<file path="config.mk">
export PLATFORM = sky130hd
export DESIGN_NAME = alloc_ctl
export DESIGN_NICKNAME = d
export VERILOG_FILES = /design/src/rtl/alloc_ctl.sv
export SDC_FILE = /design/constraint.sdc
export NUM_CORES = 1
export LEC_CHECK = 0
export BUFFER_PORTS_ARGS = -buffer_cell sky130_fd_sc_hd__buf_2
export CAP_MARGIN = 20
export CORE_MARGIN = 2
export CORE_UTILIZATION = 48
export DETAILED_ROUTE_END_ITERATION = 7
export GPL_TIMING_DRIVEN = 0
export PLACE_DENSITY = 0.76
export SLEW_MARGIN = 5
export SYNTH_ARGS = -nofsm -noshare
export SYNTH_HDL_FRONTEND = slang
export SYNTH_SLANG_ARGS = --single-unit
export TNS_END_PERCENT = 30
</file>
<file path="constraint.sdc">
create_clock -name i_clk -period 2.4 [get_ports i_clk]
set_input_delay 0.48 -clock i_clk [delete_from_list [all_inputs] [get_ports i_clk]]
set_output_delay 0.48 -clock i_clk [all_outputs]
set_load 0.03 [all_outputs]
</file>
<file path="src/rtl/alloc_ctl.sv">
// Initiator-side sequencer for the linked-memory allocator: one host command at a time,
// single-cycle allocator strobes, registered response channel, and a FREE_CHAIN walker.
module alloc_ctl #(
  parameter int DATA_SZ = 16,
  parameter int ADDR_SZ = 8,
  parameter int MEM_MAX = 1 << ADDR_SZ
) (
  input  logic               i_clk,
  input  logic               i_rst_n,
  input  logic               i_cmd_valid,
  output logic               o_cmd_ready,
  input  logic [2:0]         i_cmd,
  input  logic [DATA_SZ-1:0] i_cmd_addr,
  input  logic [DATA_SZ-1:0] i_cmd_data,
  output logic               o_rsp_valid,
  input  logic               i_rsp_ready,
  output logic [DATA_SZ-1:0] o_rsp_data,
  output logic               o_rsp_err,
  output logic               o_halt,
  output logic               o_alloc,
  output logic               o_free,
  output logic               o_wr,
  output logic               o_rd,
  output logic [DATA_SZ-1:0] o_data,
  output logic [DATA_SZ-1:0] o_free_addr,
  output logic [DATA_SZ-1:0] o_waddr,
  output logic [DATA_SZ-1:0] o_wdata,
  output logic [DATA_SZ-1:0] o_raddr,
  input  logic [DATA_SZ-1:0] i_alloc_addr,
  input  logic [DATA_SZ-1:0] i_rdata,
  input  logic               i_err
);

  localparam logic [DATA_SZ-1:0] MUT_TAG = 16'h4000;
  localparam logic [DATA_SZ-1:0] ZERO    = 16'h8000;
  localparam logic [ADDR_SZ:0]   CNT_MAX = (ADDR_SZ+1)'(MEM_MAX);

  localparam logic [2:0] C_ALLOC = 3'd0;
  localparam logic [2:0] C_FREE  = 3'd1;
  localparam logic [2:0] C_READ  = 3'd2;
  localparam logic [2:0] C_WRITE = 3'd3;
  localparam logic [2:0] C_CHAIN = 3'd4;

  localparam logic [3:0] S_IDLE   = 4'd0;
  localparam logic [3:0] S_REQ    = 4'd1;
  localparam logic [3:0] S_WAIT   = 4'd2;
  localparam logic [3:0] S_RSP    = 4'd3;
  localparam logic [3:0] S_CH_RD  = 4'd4;
  localparam logic [3:0] S_CH_RDW = 4'd5;
  localparam logic [3:0] S_CH_FR  = 4'd6;
  localparam logic [3:0] S_CH_FRW = 4'd7;
  localparam logic [3:0] S_HALT   = 4'd8;

  logic [3:0]         r_state;
  logic [2:0]         r_cmd;
  logic [DATA_SZ-1:0] r_cur;
  logic [DATA_SZ-1:0] r_next;
  logic [ADDR_SZ:0]   r_count;
  logic               r_fault;
  logic               r_cmd_ready;
  logic               r_rsp_valid;
  logic [DATA_SZ-1:0] r_rsp_data;
  logic               r_rsp_err;
  logic               r_halt;
  logic               r_alloc;
  logic               r_free;
  logic               r_wr;
  logic               r_rd;
  logic [DATA_SZ-1:0] r_data;
  logic [DATA_SZ-1:0] r_free_addr;
  logic [DATA_SZ-1:0] r_waddr;
  logic [DATA_SZ-1:0] r_wdata;
  logic [DATA_SZ-1:0] r_raddr;

  logic [ADDR_SZ:0]   w_count_inc;
  logic [DATA_SZ-1:0] w_fixnum;
  logic               w_start_link;
  logic               w_next_link;

  assign w_count_inc  = r_count + {{ADDR_SZ{1'b0}}, 1'b1};
  assign w_fixnum     = ZERO | DATA_SZ'(w_count_inc);
  assign w_start_link = |(i_cmd_addr & MUT_TAG);
  assign w_next_link  = |(r_next & MUT_TAG);

  // Command sequencing; strobes default low so each is high for exactly one cycle.
  always_ff @(posedge i_clk or negedge i_rst_n) begin
    if (!i_rst_n) begin
      r_state     <= S_IDLE;
      r_cmd       <= 3'd0;
      r_cur       <= {DATA_SZ{1'b0}};
      r_next      <= {DATA_SZ{1'b0}};
      r_count     <= {(ADDR_SZ+1){1'b0}};
      r_fault     <= 1'b0;
      r_cmd_ready <= 1'b1;
      r_rsp_valid <= 1'b0;
      r_rsp_data  <= {DATA_SZ{1'b0}};
      r_rsp_err   <= 1'b0;
      r_halt      <= 1'b0;
      r_alloc     <= 1'b0;
      r_free      <= 1'b0;
      r_wr        <= 1'b0;
      r_rd        <= 1'b0;
      r_data      <= {DATA_SZ{1'b0}};
      r_free_addr <= {DATA_SZ{1'b0}};
      r_waddr     <= {DATA_SZ{1'b0}};
      r_wdata     <= {DATA_SZ{1'b0}};
      r_raddr     <= {DATA_SZ{1'b0}};
    end else begin
      r_alloc <= 1'b0;
      r_free  <= 1'b0;
      r_wr    <= 1'b0;
      r_rd    <= 1'b0;
      case (r_state)
        S_IDLE: begin
          if (i_cmd_valid && r_cmd_ready) begin
            r_cmd       <= i_cmd;
            r_count     <= {(ADDR_SZ+1){1'b0}};
            r_fault     <= 1'b0;
            r_cmd_ready <= 1'b0;
            case (i_cmd)
              C_ALLOC: begin r_alloc <= 1'b1; r_data <= i_cmd_data; r_state <= S_REQ; end
              C_FREE:  begin r_free <= 1'b1; r_free_addr <= i_cmd_addr; r_state <= S_REQ; end
              C_READ:  begin r_rd <= 1'b1; r_raddr <= i_cmd_addr; r_state <= S_REQ; end
              C_WRITE: begin
                r_wr    <= 1'b1;
                r_waddr <= i_cmd_addr;
                r_wdata <= i_cmd_data;
                r_state <= S_REQ;
              end
              C_CHAIN: begin
                if (w_start_link) begin
                  r_rd    <= 1'b1;
                  r_raddr <= i_cmd_addr;
                  r_cur   <= i_cmd_addr;
                  r_state <= S_CH_RD;
                end else begin
                  r_rsp_valid <= 1'b1;
                  r_rsp_data  <= ZERO;
                  r_rsp_err   <= 1'b0;
                  r_state     <= S_RSP;
                end
              end
              default: begin
                r_rsp_valid <= 1'b1;
                r_rsp_data  <= {DATA_SZ{1'b0}};
                r_rsp_err   <= 1'b1;
                r_state     <= S_RSP;
              end
            endcase
          end
        end
        S_REQ: r_state <= S_WAIT;
        S_WAIT: begin
          r_rsp_valid <= 1'b1;
          r_state     <= S_RSP;
          if (i_err) begin
            r_rsp_data <= {DATA_SZ{1'b0}};
            r_rsp_err  <= 1'b1;
            r_fault    <= 1'b1;
          end else begin
            r_rsp_err <= 1'b0;
            case (r_cmd)
              C_ALLOC: r_rsp_data <= i_alloc_addr;
              C_READ:  r_rsp_data <= i_rdata;
              default: r_rsp_data <= {DATA_SZ{1'b0}};
            endcase
          end
        end
        S_RSP: begin
          if (i_rsp_ready) begin
            r_rsp_valid <= 1'b0;
            if (r_fault) begin
              r_halt  <= 1'b1;
              r_state <= S_HALT;
            end else begin
              r_cmd_ready <= 1'b1;
              r_state     <= S_IDLE;
            end
          end
        end
        S_CH_RD: r_state <= S_CH_RDW;
        S_CH_RDW: begin
          if (i_err) begin
            r_rsp_valid <= 1'b1;
            r_rsp_data  <= {DATA_SZ{1'b0}};
            r_rsp_err   <= 1'b1;
            r_fault     <= 1'b1;
            r_state     <= S_RSP;
          end else begin
            r_next      <= i_rdata;
            r_free      <= 1'b1;
            r_free_addr <= r_cur;
            r_state     <= S_CH_FR;
          end
        end
        S_CH_FR: r_state <= S_CH_FRW;
        S_CH_FRW: begin
          r_count <= w_count_inc;
          // A link still tagged after MEM_MAX frees can only mean the chain loops.
          if (i_err || (w_next_link && (w_count_inc == CNT_MAX))) begin
            r_rsp_valid <= 1'b1;
            r_rsp_data  <= {DATA_SZ{1'b0}};
            r_rsp_err   <= 1'b1;
            r_fault     <= 1'b1;
            r_state     <= S_RSP;
          end else if (w_next_link) begin
            r_cur   <= r_next;
            r_rd    <= 1'b1;
            r_raddr <= r_next;
            r_state <= S_CH_RD;
          end else begin
            r_rsp_valid <= 1'b1;
            r_rsp_data  <= w_fixnum;
            r_rsp_err   <= 1'b0;
            r_state     <= S_RSP;
          end
        end
        S_HALT: r_state <= S_HALT;
        default: begin
          r_halt      <= 1'b1;
          r_cmd_ready <= 1'b0;
          r_rsp_valid <= 1'b0;
          r_state     <= S_HALT;
        end
      endcase
    end
  end

  assign o_cmd_ready = r_cmd_ready;
  assign o_rsp_valid = r_rsp_valid;
  assign o_rsp_data  = r_rsp_data;
  assign o_rsp_err   = r_rsp_err;
  assign o_halt      = r_halt;
  assign o_alloc     = r_alloc;
  assign o_free      = r_free;
  assign o_wr        = r_wr;
  assign o_rd        = r_rd;
  assign o_data      = r_data;
  assign o_free_addr = r_free_addr;
  assign o_waddr     = r_waddr;
  assign o_wdata     = r_wdata;
  assign o_raddr     = r_raddr;

endmodule

</file>
Yosys cells after proc, flatten, opt, wreduce, memory -nomap -nowiden
Cells that the tools add are included.
{ "totals": {"regBits": 153, "inputBits": 72, "wordCells": 159} }
{ "classes": {"n_addsub": 1, "eq_ne": 32, "n_mux": 73, "bitwise_logic": 4, "reduce_logical": 29} }
{ "ops": {"columns": ["cell", "n"], "rows": [
  ["$mux W16", 15],
  ["$pmux W16 S2", 6],
  ["$pmux W16 S4", 1],
  ["$pmux W4 S8", 1],
  ["$mux W1", 30],
  ["$ne A2 B2 Y1 const B", 11],
  ["$pmux W9 S2", 1],
  ["$reduce_and A6 Y1", 3],
  ["$eq A4 B3 Y1 const B", 4],
  ["$mux W3", 4],
  ["$mux W4", 3],
  ["$pmux W1 S2", 6],
  ["$reduce_and A4 Y1", 3],
  ["$add A9 B1 Y9 const B", 1],
  ["$eq A3 B2 Y1 const B", 3],
  ["$eq A9 B9 Y1 const B", 1],
  ["$mux W9", 1],
  ["$ne A3 B3 Y1 const B", 3],
  ["$reduce_and A3 Y1", 3],
  ["$eq A4 B2 Y1 const B", 2],
  ["$reduce_and A2 Y1", 4],
  ["$reduce_or A4 Y1", 2],
  ["$reduce_or A8 Y1", 1],
  ["$reduce_and A7 Y1", 1],
  ["20 further kinds", 29]
]} }

Depth between registers and ports, before layout
{ "depth": {"word_depth": 6, "ltp_mapped": 10, "depth_no_buf": 7} }

Least setup slack after synthesis
No wires, ideal clock.
{ "synth_path": {"kind": "register to register", "from": "register r_count[0]", "to": "register r_cur[0]", "arrival_time_ns": 2.501, "slack_ns": -0.227, "path_stages_with_launch": 9, "synth_period_minus_slack_ns": 2.627, "path_cell_list": "dfrtp_1 ha_1 clkbuf_1 nor4b_1 a211oi_1 o211ai_1 a221oi_4 buf_8 mux2_4"} }
{ "synth_between": {"elab_chain_len": 6} }
{ "synth_lines": {"columns": ["item", "line", "source"], "rows": [
  ["start: declaration", "58", "logic [ADDR_SZ:0] r_count;"],
  ["start signal: assignment", "92", "r_count <= {(ADDR_SZ+1){1'b0}};"],
  ["start signal: assignment", "117", "r_count <= {(ADDR_SZ+1){1'b0}};"],
  ["start signal: assignment", "198", "r_count <= w_count_inc;"],
  ["$add A9 B1 Y9", "80", "assign w_count_inc = r_count + {{ADDR_SZ{1'b0}}, 1'b1};"],
  ["$eq A9 B9 Y1", "200", "if (i_err || (w_next_link && (w_count_inc == CNT_MAX))) begin"],
  ["$logic_and A1 B1 Y1", "200", null],
  ["$logic_or A1 B1 Y1", "200", null],
  ["$ne A2 B2 Y1 (no line)", null, null],
  ["$reduce_and A6 Y1 (no line)", null, null],
  ["end signal: assignment", "90", "r_cur <= {DATA_SZ{1'b0}};"],
  ["end signal: assignment", "134", "r_cur <= i_cmd_addr;"],
  ["end signal: assignment", "207", "r_cur <= r_next;"],
  ["end: declaration", "56", "logic [DATA_SZ-1:0] r_cur;"]
]} }
Every way passes these cells.
A chain may end at the register's enable or synchronous reset.

Worst setup path in the final report
{ "layout_path": {"from": "register r_count[4]", "to": "register r_cur[11]"} }
The elaborated chain is that of the path after synthesis.

==> flow_metrics.env <==
export IMPL_async_flop_share_pct=100
export IMPL_synth_top_family_by_area="multiplexers"
export IMPL_p_sw_mw=1.32
export IMPL_tns_ps=-514
export IMPL_cts_sinks=153
export IMPL_syn_nets=674
export IMPL_p_per_area_nw_per_um2=623
export IMPL_synth_adder_area_share_pct=0.182
export IMPL_vdd_drop_max_mv=0.425
export IMPL_rrSetupSlack_ps=-70
export IMPL_cts_root_buf="clkbuf_16"
export IMPL_viasPerCell=5.46
export IMPL_grt_pass1_wl_mm=28.9
export IMPL_p_sw_share_pct=23.6
export IMPL_multi_input_area_um2=2970
export IMPL_final_max_slew_violation_count=0
export IMPL_syn_to_final_growth_pct=30.2
export IMPL_synthMuxAreaShare_pct=20.5
export IMPL_synth_flop_cell="dfrtp_1"
export IMPL_cts_buffers_inserted=17
export IMPL_pwr_share_comb_pct=5.3
export IMPL_ys_seq_elements=153
export IMPL_seqCellArea_um2=3830
export IMPL_die_w_um=124
export IMPL_antenna_found_initial=0
export IMPL_place_inst=957
export IMPL_via_count=5489
export IMPL_startpoint_type="register"
export IMPL_pwr_share_clk_pct=47.6
export IMPL_r2r_end="r_cur[11]$_DFFE_PN0P_"
export IMPL_synth_compound_area_share_pct=8.08
export IMPL_layout_worst_path_cycle_share_pct=103
export IMPL_tightestPinTransition_ps=695
export IMPL_violations="negative setup slack"
export IMPL_synth_warnings=0
export IMPL_critPathMaxFanout=5
export IMPL_max_clock_freq_mhz=405
export IMPL_row_count=43
export IMPL_route_detailed_drc=0
export IMPL_critical_path_class="register to register"
export IMPL_cts_buffer_depth=2
export IMPL_clk_pin_slew_ps=60
export IMPL_initial_core_util_pct=49.4
export IMPL_n_fill_cell=1090
export IMPL_power_mw=5.58
export IMPL_worstPathRequired_ps=2710
export IMPL_seq_power_share_pct=47.1
export IMPL_core_area_um2=13900
export IMPL_drt_iter0_drc=316
export IMPL_period_needed_ps=2470
export IMPL_synthCells=601
export IMPL_grt_max_degree=93
export IMPL_grt_overflow=0
export IMPL_r2r_worst_path_cells=8
export IMPL_fin_nets=886
export IMPL_clk_latency_ps=420
export IMPL_p_leak_nw=4.62
export IMPL_ant_nets=0
export IMPL_synth_yosys_seq_area_share_pct=55.7
export IMPL_syn_area_um2=6880
export IMPL_dr_pass1_iters=5
export IMPL_hpwlAfterDp_mm=13.3
export IMPL_dieArea_um2=15300
export IMPL_internal_power_mw=4.27
export IMPL_synth_xor_xnor_area_share_pct=0.891
export IMPL_cp_end_kind="register"
export IMPL_io_pins=176
export IMPL_setup_violations=13
export IMPL_grt_util_all_layers_pct=25.1
export IMPL_whs_ps=29.6
export IMPL_hold_path_class="input port to asynchronous set/reset pin"
export IMPL_synthSimpleGateAreaFrac_pct=12.0
export IMPL_rsz0062_at_grt="yes"
export IMPL_cts_tree="yes"
export IMPL_status="finished with violations"
export IMPL_arrival_ps=2780
export IMPL_fin_ws_ps=-69.1
export IMPL_wirelength_mm=18.6
export IMPL_synth_distinct_cells=57
export IMPL_final_cells=1006
export IMPL_maxSlewHeadroom_pct=53.7
export IMPL_h_tree_depth=4
export IMPL_worstReg2RegStart="r_count[4]$_DFFE_PN0P_"
export IMPL_synth_edff_count=0
export IMPL_antennaDiodeCount=0
export IMPL_post_route_util_pct=64.3
export IMPL_syn_avg_cell_area_um2=11.4
export IMPL_io_buffers=173
export IMPL_grt_pass1_vias=5610
export IMPL_gp_congestion=0.910
export IMPL_post_drt_wl_per_cell_um=18.4
export IMPL_die_h_um=124
export IMPL_finalHoldViolCount=0
export IMPL_drv_cap=0
export IMPL_drive_gt1_share_pct=44.8
export IMPL_fin_skew_ps=6.05
==> cells in the mapped netlist (all sizes together) (3+ instances only) <==
| cell | number | area [µm²] |
|---|---|---|
| o211ai | 4 | 40.0 |
| and3 | 4 | 25.0 |
| a21oi | 21 | 105 |
| nand4 | 3 | 18.8 |
| o22ai | 10 | 62.6 |
| dfrtp | 152 | 3800 |
| clkbuf | 20 | 75.1 |
| nor3 | 3 | 15.0 |
| mux2 | 93 | 1080 |
| inv | 8 | 30.0 |
| xnor2 | 5 | 43.8 |
| nand2 | 116 | 438 |
| buf | 13 | 75.1 |
| nor4 | 4 | 31.3 |
| o2bb2ai | 6 | 52.6 |
| and2 | 4 | 25.0 |
| nand3 | 12 | 60.1 |
| o21ai | 21 | 105 |
| mux2i | 33 | 330 |
| nor2 | 33 | 124 |
==> per-stage QoR <==
stage | cell area, µm² | setup slack, ps
after floorplan | 6900 | -165
after global placement | 7990 | -1240
after detailed placement | 8040 | -713
after CTS | 8860 | -39.8
after global routing | 8950 | -136
final | 8950 | -69.1
==> what timing repair did <==
item / 4_1_cts / 5_1_grt
buffers inserted: 12 / 5
hold buffers: 0 / 0
pin swaps: 8 / 8
setup endpoints to repair: 105 / 93
resized for setup: 34 / 22
cloned: 1 / 0
==> power groups by stage <==
stage | logic, mW | registers [mW] | clock network [mW]
2_1_floorplan | 0.0785 | 2.71 | 0
3_3_place_gp | 0.275 | 2.68 | 0
3_5_place_dp | 0.288 | 2.68 | 0
4_1_cts | 0.295 | 2.63 | 2.71
5_1_grt | 0.327 | 2.63 | 2.82
6_report | 0.294 | 2.63 | 2.66
==> sequential cells by signal, summed over array words and instances (netlist names) <==
name / count
o_alloc: 1
o_cmd_ready: 1
o_data: 16
o_free: 1
o_free_addr: 16
o_halt: 1
o_raddr: 16
o_rd: 1
o_rsp_data: 16
o_rsp_err: 1
o_rsp_valid: 1
o_waddr: 16
o_wdata: 16
o_wr: 1
r_cmd: 3
r_count: 9
r_cur: 16
r_fault: 1
r_next: 16
r_state: 4
==> worst max-delay path by stage <==
stage | from | cells after the start | endpoint
3_5_place_dp | r_count[0]$_DFFE_PN0P_ | 10 | o_raddr[12]$_DFFE_PN0P_
2_1_floorplan | i_cmd[0] | 6 | r_cur[0]$_DFFE_PN0P_
4_1_cts | r_state[0]$_DFFE_PN0P_ | 8 | o_waddr[14]$_DFFE_PN0P_
3_3_place_gp | i_rst_n | 1 | o_rd$_DFF_PN0_
5_1_grt | r_count[4]$_DFFE_PN0P_ | 8 | r_cur[0]$_DFFE_PN0P_
6_report | r_count[4]$_DFFE_PN0P_ | 8 | r_cur[11]$_DFFE_PN0P_
==> area by class of cell <==
type,instances,share of cell area [%]
Clock inverter,15,1.87
Inverter,8,0.335
Clock buffer,17,4.75
Tap cell,180,2.52
Multi-Input combinational cell,407,33.2
Buffer,32,2.53
Sequential cell,153,42.8
Timing Repair Buffer,194,12.0
==> layout by cell type, fill, tap and decap left out, types with 4 or more instances in the layout <==
master and count:
buf_2 175, nand2_1 114, clkinv_4 4, nor2_1 32, a21oi_1 21, o2bb2ai_1 6, clkbuf_16 17, nand3_1 9
buf_4 19, mux2i_1 33, o22ai_1 10, mux2_2 84, inv_1 8, dfrtp_1 149, buf_6 8, clkbuf_2 6
xnor2_1 5, o21ai_0 20, clkbuf_1 11, mux2_4 9
==> worst max-delay path, stage by stage, from the launching register on <==
cell	delay, ps
dfrtp_1	490
and3_4	250
a211oi_2	60
a211oi_2	320
o211ai_1	250
a221oi_4	380
buf_4	180
buf_8	120
mux2_4	300
==> kinds of logic after synthesis <==
kind of cell             Yosys count
AO/OA/AOI/OAI                     82
multiplexers                     126
flip-flops                       153
AND/OR/NAND/NOR                  191
buffers and inverters             41
adder cells (fa/ha/maj)            1
XOR/XNOR                           7
==> per-layer routing <==
layer	global-route usage, %	wire [µm]	vias up
li1	-	-	2530
met1	30.8	7720	2705
met2	42.5	9320	216
met3	5.54	1050	38
met4	10.7	466	0
met5	0	0	-
No activity file was read; power rests on OpenSTA's default activity.
